**src/rtl/imem_loader.sv**
```systemverilog
// Framed byte-stream loader for the 128-word instruction memory.
// Holds the core in reset until a frame's XOR checksum verifies.
module imem_loader #(
  parameter int N  = 32,
  parameter int AW = 7
) (
  input  logic          clk,
  input  logic          reset_n,
  input  logic          start,
  input  logic          in_valid,
  input  logic [7:0]    in_data,
  output logic          in_ready,
  output logic          mem_we,
  output logic [AW-1:0] mem_addr,
  output logic [N-1:0]  mem_wdata,
  output logic          cpu_hold,
  output logic          busy,
  output logic          done,
  output logic          err
);

  typedef enum logic [2:0] {
    S_IDLE,
    S_COUNT,
    S_DATA,
    S_CHECK,
    S_DONE
  } state_t;

  state_t        state, state_n;
  logic [AW-1:0] cnt, cnt_n;
  logic [AW-1:0] idx, idx_n;
  logic [1:0]    lane, lane_n;
  logic [7:0]    acc, acc_n;
  logic [23:0]   wbuf, wbuf_n;
  logic          we_n;
  logic [AW-1:0] addr_n;
  logic [N-1:0]  wdata_n;
  logic          hold_n, busy_n, done_n, err_n;
  logic          fire;

  assign in_ready = (state == S_COUNT) ||
                    (state == S_DATA)  ||
                    (state == S_CHECK);
  assign fire = in_valid & in_ready;

  always_ff @(posedge clk or negedge reset_n) begin
    if (!reset_n) begin
      state     <= S_IDLE;
      cnt       <= '0;
      idx       <= '0;
      lane      <= '0;
      acc       <= '0;
      wbuf      <= '0;
      mem_we    <= 1'b0;
      mem_addr  <= '0;
      mem_wdata <= '0;
      cpu_hold  <= 1'b0;
      busy      <= 1'b0;
      done      <= 1'b0;
      err       <= 1'b0;
    end else begin
      state     <= state_n;
      cnt       <= cnt_n;
      idx       <= idx_n;
      lane      <= lane_n;
      acc       <= acc_n;
      wbuf      <= wbuf_n;
      mem_we    <= we_n;
      mem_addr  <= addr_n;
      mem_wdata <= wdata_n;
      cpu_hold  <= hold_n;
      busy      <= busy_n;
      done      <= done_n;
      err       <= err_n;
    end
  end

  always_comb begin
    state_n = state;
    cnt_n   = cnt;
    idx_n   = idx;
    lane_n  = lane;
    acc_n   = acc;
    wbuf_n  = wbuf;
    we_n    = 1'b0;
    addr_n  = mem_addr;
    wdata_n = mem_wdata;
    hold_n  = cpu_hold;
    done_n  = 1'b0;
    err_n   = err;
    unique case (state)
      S_IDLE: begin
        if (start) begin
          state_n = S_COUNT;
          hold_n  = 1'b1;
          err_n   = 1'b0;
          idx_n   = '0;
          lane_n  = '0;
          acc_n   = '0;
        end
      end
      S_COUNT: begin
        if (fire) begin
          cnt_n   = in_data[AW-1:0];
          acc_n   = in_data;
          state_n = S_DATA;
        end
      end
      S_DATA: begin
        if (fire) begin
          acc_n  = acc ^ in_data;
          lane_n = lane + 2'd1;
          unique case (lane)
            2'd0: wbuf_n[7:0]   = in_data;
            2'd1: wbuf_n[15:8]  = in_data;
            2'd2: wbuf_n[23:16] = in_data;
            2'd3: begin
              we_n    = 1'b1;
              addr_n  = idx;
              wdata_n = {in_data, wbuf};
              idx_n   = idx + 1'b1;
              // idx wraps only after word 127, when we leave DATA anyway
              if (idx == cnt) state_n = S_CHECK;
            end
          endcase
        end
      end
      S_CHECK: begin
        if (fire) begin
          done_n  = 1'b1;
          state_n = S_DONE;
          if (in_data == acc) hold_n = 1'b0;
          else                err_n  = 1'b1;
        end
      end
      S_DONE: state_n = S_IDLE;
      default: state_n = S_IDLE;
    endcase
    busy_n = (state_n != S_IDLE);
  end

endmodule

```
**config.mk**
```make
export PLATFORM = sky130hd
export DESIGN_NAME = imem_loader
export DESIGN_NICKNAME = d
export VERILOG_FILES = /design/src/rtl/imem_loader.sv
export SDC_FILE = /design/constraint.sdc
export NUM_CORES = 1
export LEC_CHECK = 0
export ABC_AREA = 1
export CORE_MARGIN = 3
export CORE_UTILIZATION = 49
export DETAILED_ROUTE_END_ITERATION = 10
export PLACE_DENSITY = 0.75
export SYNTH_ARGS = -nofsm -noshare
export SYNTH_HDL_FRONTEND = slang
export SYNTH_SLANG_ARGS = --single-unit
```
**constraint.sdc**
```tcl
create_clock -name clk -period 1.5 [get_ports clk]
set_input_delay 0.3 -clock clk [delete_from_list [all_inputs] [get_ports clk]]
set_output_delay 0.3 -clock clk [all_outputs]
set_load 0.02 [all_outputs]
```
==> results of run 1 <==
[state kept, by name (all words and copies together), names as in the netlist, 2 cells and up]
signal and count:
acc 8, wbuf 24, cnt 7, lane 2, mem_wdata 32, mem_addr 7, state 3, idx 7
[critical path, stage by stage (launching register included)]
cell and delay (ns):
dfrtp_2 0.46, nor3_4 0.24, nand2_4 0.10, nor2_8 0.18, buf_8 0.18, mux2_4 0.31
[cell type report]
cell class                      instances  area (um2)  area share, %
Sequential cell                        95        2379          43.84
Multi-Input combinational cell        267        1690          31.16
Timing Repair Buffer                  100       912.1          16.81
Inverter                               39       146.4          2.698
Clock buffer                           11       131.4          2.422
Tap cell                              102       127.6          2.352
Clock inverter                          5       38.79         0.7149
[worst max path at each step]
stage,startpoint,to,slack (ns),cells after the start
after floorplan,state[0]$_DFF_PN0_,mem_addr[2]$_DFFE_PN0P_,-0.16,5
after global placement,in_valid,mem_wdata[21]$_DFFE_PN0P_,-0.22,5
after detailed placement,in_valid,mem_wdata[5]$_DFFE_PN0P_,-0.27,5
after CTS,state[1]$_DFF_PN0_,mem_wdata[10]$_DFFE_PN0P_,-0.13,7
after global routing,state[2]$_DFF_PN0_,idx[3]$_DFFE_PN0P_,-0.15,8
final,state[2]$_DFF_PN0_,mem_wdata[5]$_DFFE_PN0P_,-0.09,5
[repair_timing]
item | in CTS | in global routing
pin swaps | 5 | 6
hold buffers | 1 | 0
hold endpoints to repair | 20 | 0
endpoints found under the setup margin | 121 | 92
cloned | 4 | 0
gates resized for setup | 79 | 33
setup buffers | 10 | 2
[power breakdown]
group | total [W] | switching [W] | internal [W]
sequential | 0.00395 | 0.000542 | 0.00340
clock | 0.00153 | 0.000908 | 0.000619
combinational | 0.00372 | 0.00209 | 0.00163
[through the flow]
step / setup TNS (ns) / total power (W)
3_3_place_gp: -12.57 / 0.007385
4_1_cts: -3.332 / 0.009007
2_1_floorplan: -4.328 / 0.006025
6_report: -3.797 / 0.009193
5_1_grt: -10.70 / 0.009783
3_5_place_dp: -14.91 / 0.007548
[metal layers]
metal / share of wire, % / wire length [um] / up-vias
met1: 45 / 4343 / 1559
met5: 0 / 0 / -
met4: 1.2 / 112 / 0
met2: 50 / 4818 / 93
met3: 4.5 / 433 / 13
li1: - / - / 1528
[cells in the mapped netlist]
library cell / n / area share [%]
mux2_1: 2 / 0.55
o21a_1: 12 / 2.2
a21oi_1: 9 / 1.1
a22oi_1: 3 / 0.55
clkbuf_1: 1 / 0.091
nand2_1: 113 / 10
dfrtp_1: 95 / 58
o21ai_2: 1 / 0.21
inv_2: 2 / 0.18
nand2_4: 2 / 0.55
nor3_1: 3 / 0.36
nand4_1: 2 / 0.30
nand3_1: 7 / 0.85
buf_6: 7 / 1.9
mux2_2: 25 / 6.8
o21ai_1: 3 / 0.36
ha_1: 5 / 1.5
xor2_1: 11 / 2.3
xnor2_1: 3 / 0.64
nor2_8: 1 / 0.49
nor2_1: 19 / 1.7
inv_1: 37 / 3.4
nor3_4: 1 / 0.39
o21ai_0: 44 / 5.3
buf_2: 2 / 0.24
[cells by family (layout without fill, tap and decap cells)]
| kind of cell | Yosys count | after routing | share of synthesized area [%] |
|---|---|---|---|
| adders and majority gates | 5 | 5 | 1.517 |
| AOI/OAI and AO/OA | 72 | 72 | 9.739 |
| DFF | 95 | 95 | 57.65 |
| xor gates and xnor gates | 14 | 14 | 2.973 |
| and+or+nand+nor | 148 | 149 | 14.96 |
| buffers and inverters | 49 | 155 | 5.795 |
| muxes | 27 | 27 | 7.373 |
==> results.yml, run 1 <==
sta:
  relSlewSlack_pct: 78.70
  worst_slack_ns: -0.09110
  min_period_over_period_pct: 106.1
  finalCriticalPeriod_ns: 1.591
  tightestPinTransition_ns: 0.3194
  finalClockSkew_ns: 0.01493
  hold-worst-slack_ns: 0.3581
  rsz0062_at_grt: "yes"
  hold_violations: 0
  fmax_mhz: 628.5
  finalMaxSlewViolations: 0
  setup_viol: 75
critical_path:
  worstSetupPathType: "reg -> reg"
  reg2reg_to: "mem_wdata[5]$_DFFE_PN0P_"
  cp-start-kind: "register"
  worstSetupEndpointType: "register"
  r2r_cells: 5
  critPathRequiredTime_ns: 1.76
  critPathMaxFanout: 7
  reg2reg_slack_ns: -0.09
  r2r_start: "state[2]$_DFF_PN0_"
  arrival_ns: 1.85
placed_design:
  postPlaceCellArea_mm2: 0.005024
  io_buffers: 56
  place_congestion: 0.8334
  place_ws_ns: -0.2657
  place_inst: 591
  dp_hpwl_mm: 6.176
grt:
  use_met3_pct: 4.214
  antenna_found_initial: 0
  grt_pass1_wl_mm: 16.05
  grt_max_degree: 37
  gr-total-overflow: 0
  grt_pass1_vias: 3178
  met1_usage_pct: 28.19
  met2_usage_pct: 35.00
  top_usage_layer: "met2"
  grt_usage_pct: 20.87
clock_tree:
  cts_buffer_depth: 2
  cts_sinks: 95
  cts-root-buf: "clkbuf_8"
  cts.reportedPaths.clkPinSlew_ns: 0.10
  clock_latency_ns: 0.37
  cts_tree: "yes"
  cts_max_level: 3
  cts_buffers: 9
cells_and_area:
  syn_to_final_growth_pct: 31.55
  design_area_mm2: 0.005425
  postLayoutCoreUtil_pct: 68.43
  mostFrequentLayoutCell: "nand2_1"
  diodes: 0
  finalNonFillerCells: 619
  final_cell_mix: "nand2_1 (102), dfrtp_1 (94), dlygate4sd2_1 (44), o21ai_0 (35)"
  fillers: 606
  drive_above_1_share_pct: 22.24
  fin_nets: 529
floorplanning:
  rows: 32
  pin_count: 57
  core_mm2: 0.007928
  die_w_um: 97.74
  die_area_mm2: 0.009553
  fp.dieH_um: 97.74
  start_util_pct: 52.02
yosys:
  synth_seq_area_share_pct: 57.65
  syn_inst: 410
  ys_types: 25
  synth_area_mm2: 0.004124
  ys_ff_latch: 95
  avgSynthCellArea_um2: 10.06
  syn_nets: 427
  ys_warn_count: 0
drt:
  drtPass1Iterations: 4
  route.vias.total: 3193
  wire_per_inst_um: 15.68
  totalWireLength_mm: 9.708
  drtIter0Drc: 194
  drc: 0
  vias_per_cell: 5.158
  ant_nets: 0
run:
  cap_violations: 0
run_status:
  failed_checks: "negative setup slack"
  status: "finished, violations left"
power_and_ir_drop:
  p_per_area_mw_per_mm2: 1694
  p_leak_nw: 2.828
  vdd_drop_max_v: 0.001048
worst_hold_path:
  hp-class: "in -> async"
No activity file was read; power rests on OpenSTA's default activity.
==> run 2, diff against run 1 <==
Settings changed: CAP_MARGIN from default to 20.
Clock period 1.5 ns to 1.36 ns, I/O delays scaled along.
==> run 2 against run 1 <==
Compared with the run above: combinational power grew 39%; global-route usage grew 0.21 points; largest power group is now combinational logic; cell count grew 0.81%; the run still ends with negative setup slack left; fmax shrank 4.5%; critical path type unchanged; clock power grew 17%; setup slack lost 0.21 ns; largest cell class unchanged; critical endpoint is now mem_wdata[4]$_DFFE_PN0P_.
==> results.yml, run 2 (same netlist as run 1, synthesis figures left out) <==
cells_and_area:
  finalNonFillerCells: 624
  diodes: 0
  drive_above_1_share_pct: 38.12
  mostFrequentLayoutCell: "dfrtp_1"
  syn_to_final_growth_pct: 39.50
  top_register: "mem_wdata"
  postLayoutCoreUtil_pct: 72.57
  largest_register_ffs: 32
  final_cell_mix: "dfrtp_1 (94), nand2_1 (68), inv_1 (32), nand2_2 (32), buf_4 (30)"
  fin_nets: 534
  fillers: 543
  largestRegisters: "mem_wdata: 32 flops, wbuf: 24 flops, acc: 8 flops"
sta:
  tightestPinTransition_ns: 0.4987
  finalClockSkew_ns: 0.01026
  finalCriticalPeriod_ns: 1.666
  setup_tns_ns: -20.50
  hold_violations: 0
  relSlewSlack_pct: 66.75
  fmax_mhz: 600.2
  min_period_over_period_pct: 122.5
  finalMaxSlewViolations: 0
  worst_slack_ns: -0.3060
  rsz0062_at_grt: "yes"
  setup_viol: 93
floorplanning:
  core_mm2: 0.007928
  pin_count: 57
  die_area_mm2: 0.009553
  rows: 32
  die_w_um: 97.74
  start_util_pct: 52.02
  fp.dieH_um: 97.74
worst_hold_path:
  hp-class: "in -> async"
placed_design:
  io_buffers: 56
  place_congestion: 0.8450
  place_inst: 593
  dp_hpwl_mm: 6.433
drt:
  totalWireLength_mm: 10.69
  vias_per_cell: 5.343
  wire_per_inst_um: 17.14
  drc: 0
  drtPass1Iterations: 4
  drtIter0Drc: 106
  route.vias.total: 3334
  ant_nets: 0
grt:
  grt_pass1_wl_mm: 16.02
  grt_pass1_vias: 3292
  gr-total-overflow: 0
  grt_max_degree: 96
  grt_usage_pct: 21.09
  antenna_found_initial: 0
power_and_ir_drop:
  p_leak_nw: 2.804
  p_per_area_mw_per_mm2: 1989
  vdd_drop_max_v: 0.001185
clock_tree:
  cts_buffer_depth: 2
  clock_latency_ns: 0.38
  cts_tree: "yes"
  cts_sinks: 95
  cts_max_level: 3
  cts-root-buf: "clkbuf_8"
  cts_buffers: 9
  cts.reportedPaths.clkPinSlew_ns: 0.10
critical_path:
  critPathRequiredTime_ns: 1.62
  worstSetupPathType: "reg -> reg"
  r2r_start: "state[2]$_DFF_PN0_"
  cp-start-kind: "register"
  worstSetupEndpointType: "register"
  critPathMaxFanout: 5
  reg2reg_to: "mem_wdata[4]$_DFFE_PN0P_"
  arrival_ns: 1.93
  r2r_cells: 6
  reg2reg_slack_ns: -0.31
run_status:
  status: "finished, violations left"
  failed_checks: "negative setup slack"
run:
  cap_violations: 0
[run 2: final cells by class]
cell class              count  area [um2]  share of cell area (%)
clock buffers               9       123.9                   2.153
clock inverters             7       61.31                   1.066
inverters                  39       167.7                   2.914
multi-input cells         270        1977                   34.36
flip-flops and latches     95        2379                   41.34
well taps                 102       127.6                   2.218
repair buffers            102       917.1                   15.94
[run 2: how the worst max path moves through the flow]
stage | start | end | cells after the start
CTS | state[0]$_DFF_PN0_ | mem_wdata[0]$_DFFE_PN0P_ | 5
floorplan | state[0]$_DFF_PN0_ | mem_addr[2]$_DFFE_PN0P_ | 5
finish | state[2]$_DFF_PN0_ | mem_wdata[4]$_DFFE_PN0P_ | 6
global route | state[2]$_DFF_PN0_ | idx[5]$_DFFE_PN0P_ | 9
detailed placement | in_valid | mem_wdata[0]$_DFFE_PN0P_ | 5
global placement | in_valid | mem_wdata[17]$_DFFE_PN0P_ | 5
[run 2: timing repair]
item	CTS	global route
cloned	4	1
setup buffers	4	7
setup endpoints to repair	135	126
hold buffers	1	0
gates resized for setup	150	93
pin swaps	6	14
endpoints found under the hold margin	95	0
[run 2: stage by stage]
stage / cell area [um2] / setup WS (ns) / hold slack [ns] / total power [W]
after global placement: 5061 / -0.3488 / 0.3588 / 0.008259
after detailed placement: 5061 / -0.3656 / 0.3597 / 0.008481
after global routing: 5753 / -0.3546 / 0.5143 / 0.01208
final: 5753 / -0.3060 / 0.4723 / 0.01144
after CTS: 5554 / -0.2208 / 0.4954 / 0.01086
after floorplan: 4168 / -0.3026 / -0.02359 / 0.006734
[run 2: power breakdown]
part | internal, W | leakage [nW] | total, W | switching, W
clock network | 0.000700 | 0.0888 | 0.00179 | 0.00109
registers | 0.00376 | 1.24 | 0.00447 | 0.000718
logic | 0.00223 | 1.47 | 0.00518 | 0.00294
[run 2: critical path: stages (launching register included)]
cell and delay, ns:
dfrtp_2 0.47, nor3_4 0.25, nand2_4 0.11, nor2_8 0.16, buf_12 0.13, clkbuf_16 0.13
mux2_4 0.30
[run 2: per-layer routing]
metal | part of all wire (%) | routed length, um | track usage (%)
met1 | 40 | 4248 | 26.85
met2 | 51 | 5505 | 35.79
met3 | 5.4 | 574 | 3.429
met4 | 3.4 | 365 | 9.052
met5 | 0 | 0 | 0
